### src/rtl/key_conditioner.sv
// Push-button conditioner: synchronizer, debouncer, press/release pulses.
// Optional hold auto-repeat when KEY_CONDITIONER_AUTOREPEAT_EN is defined.
module key_conditioner #(
    parameter int DEBOUNCE_CYCLES = 4,
    parameter int ACTIVE_LOW      = 1,
    parameter int REPEAT_DELAY    = 8,
    parameter int REPEAT_PERIOD   = 3
) (
    input  logic clk,
    input  logic reset,
    input  logic key_raw,
    output logic level,
    output logic press,
    output logic release_pulse,
    output logic repeat_pulse
);

    localparam int MAX_DR = (DEBOUNCE_CYCLES > REPEAT_DELAY) ?
                            DEBOUNCE_CYCLES : REPEAT_DELAY;
    localparam int MAXV   = (MAX_DR > REPEAT_PERIOD) ? MAX_DR : REPEAT_PERIOD;
    localparam int CW     = $clog2(MAXV + 1);
    localparam logic [CW-1:0] D_M1 = CW'(DEBOUNCE_CYCLES - 1);
    localparam bit D_ONE  = (DEBOUNCE_CYCLES == 1);

    if (DEBOUNCE_CYCLES < 1) begin : g_bad_debounce
        $error("key_conditioner: DEBOUNCE_CYCLES must be >= 1");
    end

    typedef enum logic [1:0] {
        RELEASED,
        PRESS_WAIT,
        HELD,
        RELEASE_WAIT
    } state_t;

    state_t        state;
    logic [CW-1:0] cnt;
    logic          norm;
    logic          sync1;
    logic          s;

    assign norm = (ACTIVE_LOW != 0) ? ~key_raw : key_raw;

    always_ff @(posedge clk) begin
        if (reset) begin
            sync1 <= 1'b0;
            s     <= 1'b0;
        end else begin
            sync1 <= norm;
            s     <= sync1;
        end
    end

    always_ff @(posedge clk) begin
        if (reset) begin
            state         <= RELEASED;
            cnt           <= '0;
            level         <= 1'b0;
            press         <= 1'b0;
            release_pulse <= 1'b0;
        end else begin
            press         <= 1'b0;
            release_pulse <= 1'b0;
            unique case (state)
                RELEASED: begin
                    if (s && D_ONE) begin
                        state <= HELD;
                        level <= 1'b1;
                        press <= 1'b1;
                    end else if (s) begin
                        state <= PRESS_WAIT;
                        cnt   <= CW'(1);
                    end
                end
                PRESS_WAIT: begin
                    if (!s) begin
                        state <= RELEASED;
                        cnt   <= '0;
                    end else if (cnt == D_M1) begin
                        state <= HELD;
                        cnt   <= '0;
                        level <= 1'b1;
                        press <= 1'b1;
                    end else begin
                        cnt <= cnt + CW'(1);
                    end
                end
                HELD: begin
                    if (!s && D_ONE) begin
                        state         <= RELEASED;
                        level         <= 1'b0;
                        release_pulse <= 1'b1;
                    end else if (!s) begin
                        state <= RELEASE_WAIT;
                        cnt   <= CW'(1);
                    end
                end
                RELEASE_WAIT: begin
                    if (s) begin
                        state <= HELD;
                        cnt   <= '0;
                    end else if (cnt == D_M1) begin
                        state         <= RELEASED;
                        cnt           <= '0;
                        level         <= 1'b0;
                        release_pulse <= 1'b1;
                    end else begin
                        cnt <= cnt + CW'(1);
                    end
                end
                default: begin
                    state <= RELEASED;
                    cnt   <= '0;
                end
            endcase
        end
    end

`ifdef KEY_CONDITIONER_AUTOREPEAT_EN
    logic [CW-1:0] htmr;
    logic          first_rep;
    logic [CW-1:0] tgt;

    assign tgt = first_rep ? CW'(REPEAT_DELAY) : CW'(REPEAT_PERIOD);

    // Timer only advances on cycles that stay in HELD; any other cycle rearms it.
    always_ff @(posedge clk) begin
        if (reset) begin
            htmr         <= '0;
            first_rep    <= 1'b1;
            repeat_pulse <= 1'b0;
        end else begin
            repeat_pulse <= 1'b0;
            if (state == HELD && s) begin
                if (htmr + CW'(1) == tgt) begin
                    htmr         <= '0;
                    first_rep    <= 1'b0;
                    repeat_pulse <= 1'b1;
                end else begin
                    htmr <= htmr + CW'(1);
                end
            end else begin
                htmr      <= '0;
                first_rep <= 1'b1;
            end
        end
    end
`else
    assign repeat_pulse = 1'b0;
`endif

endmodule
### config.mk
export PLATFORM = sky130hd
export DESIGN_NAME = key_conditioner
export DESIGN_NICKNAME = d
export VERILOG_FILES = /design/src/rtl/key_conditioner.sv
export SDC_FILE = /design/constraint.sdc
export NUM_CORES = 1
export LEC_CHECK = 0
export BUFFER_PORTS_ARGS = -buffer_cell sky130_fd_sc_hd__buf_2
export CAP_MARGIN = 10
export CORE_AREA = 4 4 41 43
export CTS_CLUSTER_SIZE = 24
export DETAILED_ROUTE_END_ITERATION = 6
export DIE_AREA = 0 0 45 47
export HOLD_SLACK_MARGIN = 0.15
export PLACE_DENSITY = 0.51
export REMOVE_ABC_BUFFERS = 1
export SLEW_MARGIN = 20
export SYNTH_ARGS = -nofsm -noshare
export SYNTH_HDL_FRONTEND = slang
export SYNTH_SLANG_ARGS = --single-unit
### constraint.sdc
create_clock -name clk -period 1.8 [get_ports clk]
set_clock_uncertainty 0.05 [all_clocks]
set_input_delay 0.09 -clock clk [delete_from_list [all_inputs] [get_ports clk]]
set_output_delay 0.09 -clock clk [all_outputs]
set_load 0.05 [all_outputs]
# ---- Word level (Yosys, flattened, before mapping)
# Index checks and enable logic that the tools add are counted.
dict set report totals {
  regBits 11
  input_bits 3
  out_inout_bits 4
  wordCells 50
}
dict set report op_classes {
  addsub 1
  n_eq_ne 12
  muxes 19
  bitwise 4
  n_reduce_logical 7
}
# op n
set op_table {}
lappend op_table {{4-bit two-way mux} 5}
lappend op_table {{4-bit one-hot mux with 4 select lines} 1}
lappend op_table {{2-bit two-way mux} 6}
lappend op_table {{2-bit inequality test, second input constant} 6}
lappend op_table {{2-bit one-hot mux with 4 select lines} 1}
lappend op_table {{3-bit inequality test, second input constant} 2}
lappend op_table {{3-bit OR reduction} 2}
lappend op_table {{1-bit two-way mux} 5}
lappend op_table {{5-bit AND reduction} 1}
lappend op_table {{4-bit by 1-bit adder with 4-bit output, second input constant} 1}
lappend op_table {{2-bit == test, second input constant} 2}
lappend op_table {{4-bit by 2-bit == test with 1-bit output, second input constant} 1}
lappend op_table {{1-bit inverter} 4}
lappend op_table {{4-bit AND reduction} 1}
lappend op_table {{2-bit by 1-bit == test with 1-bit output, second input constant} 1}
lappend op_table {{2-bit logical NOT} 1}
lappend op_table {{1-bit one-hot mux with 2 select lines} 1}
lappend op_table {{2-bit AND reduction} 1}
lappend op_table {{2-bit nonzero test} 1}

# ---- Depth between registers and ports, before layout
# Gate-level depths: netlist (run 1).
dict set report logic_depth {
  depth_word 4
  depth_mapped 4
  ltp_nobuf 4
}

# ---- Least setup slack after synthesis (run 1)
# No wires, ideal clock.
dict set report synth_timing {
  path_type {reg2reg}
  start {register s}
  end {register cnt[3]}
  setup_ns 0.074
  t_arrival_ns 1.196
  required_time_ns 1.676
  slack_ns 0.479
  path_stages_with_launch 5
  path_buffers 1
  period_less_slack_ns 1.321
  path_cell_list {dfxtp_1 -> buf_2 -> xnor2_1 -> or4_1 -> a31oi_1}
}
dict set report synth_between {
  elab_chain_cells 2
  elab_cells_between_ends 6
  classes_between {eq/ne: 2; mux: 3; reduce/logical: 1}
}
# element line_no
set synth_lines {}
lappend synth_lines {{start, declared} 40} ;# logic s;
lappend synth_lines {{start signal, assigned} 50} ;# s <= sync1;
lappend synth_lines {{4-bit two-way mux (tied with other cells)} 99} ;# if (s) begin
lappend synth_lines {{4-bit one-hot mux with 4 select lines / 2-bit AND reduction (equally long branches)} --}
lappend synth_lines {{end signal, assigned} 85} ;# cnt <= cnt + CW'(1);
lappend synth_lines {{end signal, assigned} 108} ;# cnt <= cnt + CW'(1);
lappend synth_lines {{end, declared} 37} ;# logic [CW-1:0] cnt;
# Parallel ways exist; a longest one is shown, timed or not.
# A chain may end at the register's enable or synchronous reset.

# ---- Worst setup path in the final report (run 1)
# Ends and elaborated chain as after synthesis.

==> reports/summary.txt, run 1 <==
total CTS buffers -> 3
CP max-delay cell -> or4_1
layout net count -> 62
PortBufs -> 5
power density over cell area -> 874 nW/um2
status -> finished clean
Data arrival, critical path -> 1520 ps
Post-CTS Hold Buffers -> 3
n_diodes -> 0
GRT Residual Overflow -> 0
CP max FO -> 7
critical path class -> register to register
startpoint types -> register
DRC -> 0
Synth cell types -> 27
FP Rows -> 13
Worst Path Buf+Inv -> 0
clock slew seen by the registers of the worst setup and hold paths -> 70 ps
Final min period -> 1370 ps
CP cell instances -> xnor2_1, or4_1, a31oi_1
Vias/cell -> 4.96
first-pass GRT wire length -> 1500 um
setup_tns -> 0 ps
share of layout cells above drive strength 1 -> 17.5%
RSZ-0062 raised after global routing -> false
register bit total from synthesis -> 11
Routed Antenna Nets -> 0
area grow syn2layout -> 18.5%
Routed wire per std cell -> 11.1 um
final-report hold violation count -> 0
max_cap viols -> 0
sequential-to-total area share from yosys stat -> 48.5%
most frequent cells in the layout -> 11 x dfxtp_1, 5 x nand3_1, 5 x buf_2, 4 x a21oi_1
IO Count -> 7
worst vdd ir -> 0.000354 V
Synth warnings -> 0
Max Clk Rate -> 0.728 GHz
Die Ht -> 47 um
Post-CTS Setup Bufs -> 0
commonest non-fill, non-tap cell in the layout -> dfxtp_1
Post-Synthesis Cell Area -> 454 um2
Syn Inst Count -> 48
placed cell count -> 65
HPWL Detailed -> 555 um
crit-path max cell delay -> 480 ps
vias in the first global route -> 328
post-synthesis average cell area -> 9.46 um2
FILL cells -> 137
CP endpoint kind -> register
die width -> 45 um
CTS H-tree lvls -> 1
Resize count post-CTS -> 0
initial antenna violation count -> 0
drt pass-1 iters -> 4
critical path's top delay family -> simple AND/OR/NAND/NOR gates
core area -> 1300 um2
Leak -> 0.000204 uW
CTS tree -> done
final std cells w/o fill -> 72
Final setup viols -> 0
vias post-DR -> 357
Skew-Pair Late Insertion Delay -> 260 ps
CTS Root Cell -> clkbuf_4
RePlAce Congestion -> 0.642
Iter 0 DRT Violations -> 8
Die ar. -> 2120 um2
Initial Utilization -> 34.9%
worst path required time -> 1950 ps
min-delay worst type -> register to register
largest net degree at the start of global routing -> 13
GRT Total Usage -> 10.1%
Slew Viols, Final -> 0
drt total wl -> 800 um
CTS sink cnt -> 11
CTS max path bufs -> 2
fin crit share -> 76.3%
path summary, 6_finish.rpt:
check / from / depth (start not counted) / slack [ps] / to
worst min-delay path: sync1 / 1 / 420 / s
worst min register to register: sync1 / 1 / 420 / s
worst max-delay path: s / 3 / 430 / cnt[3]
worst max register to register: s / 3 / 430 / cnt[3]
stage by stage:
step           setup WS (ps)  instance area, um2  util, %  total power (uW)  hold slack (ps)
3_5_place_dp             446                 482     37.0               306              196
3_3_place_gp             459                 482     37.0               306              192
5_1_grt                  271                 538     41.3               499              444
4_1_cts                  426                 538     41.3               478              422
2_1_floorplan            522                 438        -               293              107
6_report                 427                 538     41.3               470              418
cells in the mapped netlist:
cell       instances  area (um2)
dfxtp_1           11         220
nand3_1            5        25.0
a21oi_1            4        20.0
nand2_1            2        7.51
nor2_1             2        7.51
nor2b_1            2        12.5
nor4b_1            2        17.5
a211oi_1           1        7.51
a31oi_1            1        6.26
and3b_1            1        8.76
and4bb_2           1        12.5
buf_2              1        5.00
buf_4              1        7.51
clkbuf_1           1        3.75
conb_1             1        3.75
ha_1               1        12.5
inv_1              1        3.75
nand4_1            1        6.26
nand4bb_1          1        11.3
nor3_1             1        5.00
o211ai_1           1        7.51
o21ai_0            1        5.00
o22ai_1            1        6.26
or2_2              1        6.26
or4_1              1        7.51
xnor2_1            1        8.76
xor2_1             1        8.76
power by group:
part	switching [uW]	total [uW]	leakage (uW)	internal, uW
sequential	6.61	258	0.0000894	251
combinational	31.6	47.4	0.000100	15.7
clock	79.2	165	0.0000150	85.7
total	117	470	0.000204	353
registers in the layout, indices dropped and copies added (netlist names), named ones only:
register	flops
sync1	1
cnt	4
level	1
release_pulse	1
state	1
s	1
press	1
logic make-up (layout without fill, tap and decap cells):
kind of cell    Yosys count  count (layout)  synth area share (%)
simple gates             20              20                  28.1
flops                    11              11                  48.5
compound gates            9               9                  11.6
buf+inv                   4              13                  4.41
xor+xnor                  2               2                  3.86
fa+ha+maj                 1               1                  2.75
other cells               1               1                 0.826
per-layer routing:
metal | vias up | track usage, % | share of wire, %
li1 | 190 | - | -
met1 | 160 | 14.1 | 52
met2 | 7 | 13.6 | 44
met3 | 0 | 4.60 | 4.6
met4 | 0 | 3.51 | 0
met5 | - | 0 | 0
layout make-up:
type | count | area [um2] | area share [%]
clock buffers | 4 | 26.3 | 4.88
flip-flops and latches | 11 | 220 | 40.9
repair buffers | 8 | 55.1 | 10.2
multi-input cells | 33 | 214 | 39.8
inverters | 1 | 3.75 | 0.698
well taps | 15 | 18.8 | 3.49
(Power assumes the default switching activity.)
==> run 2, diff against run 1 <==
- PLACE_DENSITY: 0.51 -> 0.53
- clock period: 1.8 -> 1.2 ns (I/O delays scaled with it)
==> run 2 against run 1 <==
The flow now finishes with violations (setup timing). Global-route usage up 0.22 points. Cell area rose by 20%. Clock-buffer cell count stayed put. Combinational power grew 91%. Worst setup slack worse by 440 ps. Power grew 53%. Clock power increased by 45%. Register-to-register slack worse by 440 ps. Largest power group unchanged.
==> reports/summary.txt, run 2 (synthesis gave the netlist of run 1 again) <==
status -> finished with violations
failing checks -> setup timing
CTS max path bufs -> 2 (unchanged)
Die Ht -> 47 um (unchanged)
layout net count -> 70 (+13%)
Skew-Pair Late Insertion Delay -> 260 ps (about the same)
Final setup viols -> 1 (+1)
fin crit share -> 101% (+25 points)
HPWL Detailed -> 617 um (+11%)
CTS sink cnt -> 11 (unchanged)
crit-path max cell delay -> 460 ps (-20 ps)
power density over cell area -> 1110 nW/um2 (+27%)
CP endpoint kind -> register
most frequent cells in the layout -> 7 x buf_4, 6 x dfxtp_1, 5 x nand3_1, 5 x dfxtp_2, 5 x buf_2
CTS tree -> done
min-delay worst type -> register to register
clock slew seen by the registers of the worst setup and hold paths -> 70 ps (about the same)
Data arrival, critical path -> 1350 ps (-170 ps)
final-report hold violation count -> 0 (unchanged)
worst vdd ir -> 0.000554 V (+56%)
first-pass GRT wire length -> 1490 um (-0.47%)
max_cap viols -> 0 (unchanged)
hold path cells -> 1 (unchanged)
FILL cells -> 128 (-6.6%)
WHS -> 394 ps (-24.2 ps)
critical path class -> register to register
Final min period -> 1210 ps (-161 ps)
area grow syn2layout -> 42.1%
Iter 0 DRT Violations -> 6 (-2)
CP max FO -> 2 (-5)
Routed Antenna Nets -> 0 (unchanged)
vias in the first global route -> 376 (+15%)
DRC -> 0 (unchanged)
total CTS buffers -> 3 (unchanged)
largest reg by FF count -> cnt
Initial Utilization -> 34.9% (unchanged)
core area -> 1300 um2 (unchanged)
CTS Root Cell -> clkbuf_4
GRT Residual Overflow -> 0 (unchanged)
drt total wl -> 910 um (+14%)
CP cell instances -> xnor2_1, or4_1, a31oi_1
Routed wire per std cell -> 11.4 um (+2.4%)
number of flip-flops in the largest register -> 4 (unchanged)
Setup WS pre-CTS -> -6.71 ps (-452 ps)
Die ar. -> 2120 um2 (unchanged)
post-route setup slack -> -11.7 ps (-439 ps)
CP max-delay cell -> or4_1
Vias/cell -> 5.00 (+0.84%)
n_diodes -> 0 (unchanged)
CTS H-tree lvls -> 1 (unchanged)
RSZ-0062 raised after global routing -> true
Max Clk Rate -> 0.825 GHz (+13%)
GRT Total Usage -> 10.3% (+0.22 points)
Slew Viols, Final -> 0 (unchanged)
Reg2Reg Launch Point -> s
FP Rows -> 13 (unchanged)
RePlAce Congestion -> 0.696 (+8.4%)
Leak -> 0.000243 uW (+19%)
R2R cell count -> 3 (unchanged)
startpoint types -> register
largest net degree at the start of global routing -> 11 (-2)
drt pass-1 iters -> 4 (unchanged)
Setup crit start -> s
vias post-DR -> 400 (+12%)
post-placement cell area -> 534 um2 (+11%)
commonest non-fill, non-tap cell in the layout -> buf_4
cell area after layout -> 646 um2 (+20%)
initial antenna violation count -> 0 (unchanged)
IO Count -> 7 (unchanged)
Final Total Pwr -> 718 uW (+53%)
worst path required time -> 1340 ps (-610 ps)
share of layout cells above drive strength 1 -> 40.0% (+22 points)
hold_sp -> sync1
die width -> 45 um (unchanged)
PortBufs -> 5 (unchanged)
run 2: per-layer routing:
metal  share of wire, %  GRT usage (%)  vias to the layer above
li1                   -              -                      206
met1                 43           10.1                      187
met2                 52           17.5                        5
met3                3.4           3.45                        2
met4                1.1           8.77                        0
met5                  0              0                        -
run 2: final timing paths:
check / endpoint / slack, ps
worst max-delay path: cnt[3] / -10
worst min-delay path: s / 390
worst max register to register: cnt[3] / -10
worst min register to register: s / 390
run 2: power by group:
| part | internal (uW) | total (uW) | switching (uW) |
|---|---|---|---|
| Clock | 128 | 240 | 112 |
| Combinational | 36.4 | 90.6 | 54.2 |
| Sequential | 378 | 387 | 9.14 |
run 2: per-stage QoR:
| step | util, % | std cells | setup TNS, ps |
|---|---|---|---|
| 6_report | 49.6 | 80 | -11.7 |
| 5_1_grt | 49.6 | 80 | -89.3 |
| 4_1_cts | 46.4 | 80 | -44.3 |
| 3_5_place_dp | 41.1 | 72 | -19.1 |
| 3_3_place_gp | 41.1 | 72 | -3.61 |
| 2_1_floorplan | - | 45 | -77.5 |
run 2: timing repair:
action / CTS / global route
setup endpoints to repair: 4 / 7
hold endpoints to repair: 11 / 1
pin swaps: 2 / 1
gates resized for setup: 2 / 8
hold buffers: 4 / 1
buffers inserted: 0 / 0
run 2: critical path, delay by kind of cell, from the launching register on:
kind	cells	cell delay, ps
AOI/OAI and AO/OA	1	160
xor gates and xnor gates	1	130
DFF	1	330
and+or+nand+nor	1	460
run 2: layout make-up:
| type | count | area [um2] | area share (%) |
|---|---|---|---|
| multi-input combinational | 33 | 253 | 39.1 |
| sequential | 11 | 226 | 35.1 |
| clock buffer | 4 | 26.3 | 4.07 |
| tap | 15 | 18.8 | 2.91 |
| inverter | 1 | 3.75 | 0.581 |
| timing repair buffer | 16 | 118 | 18.2 |
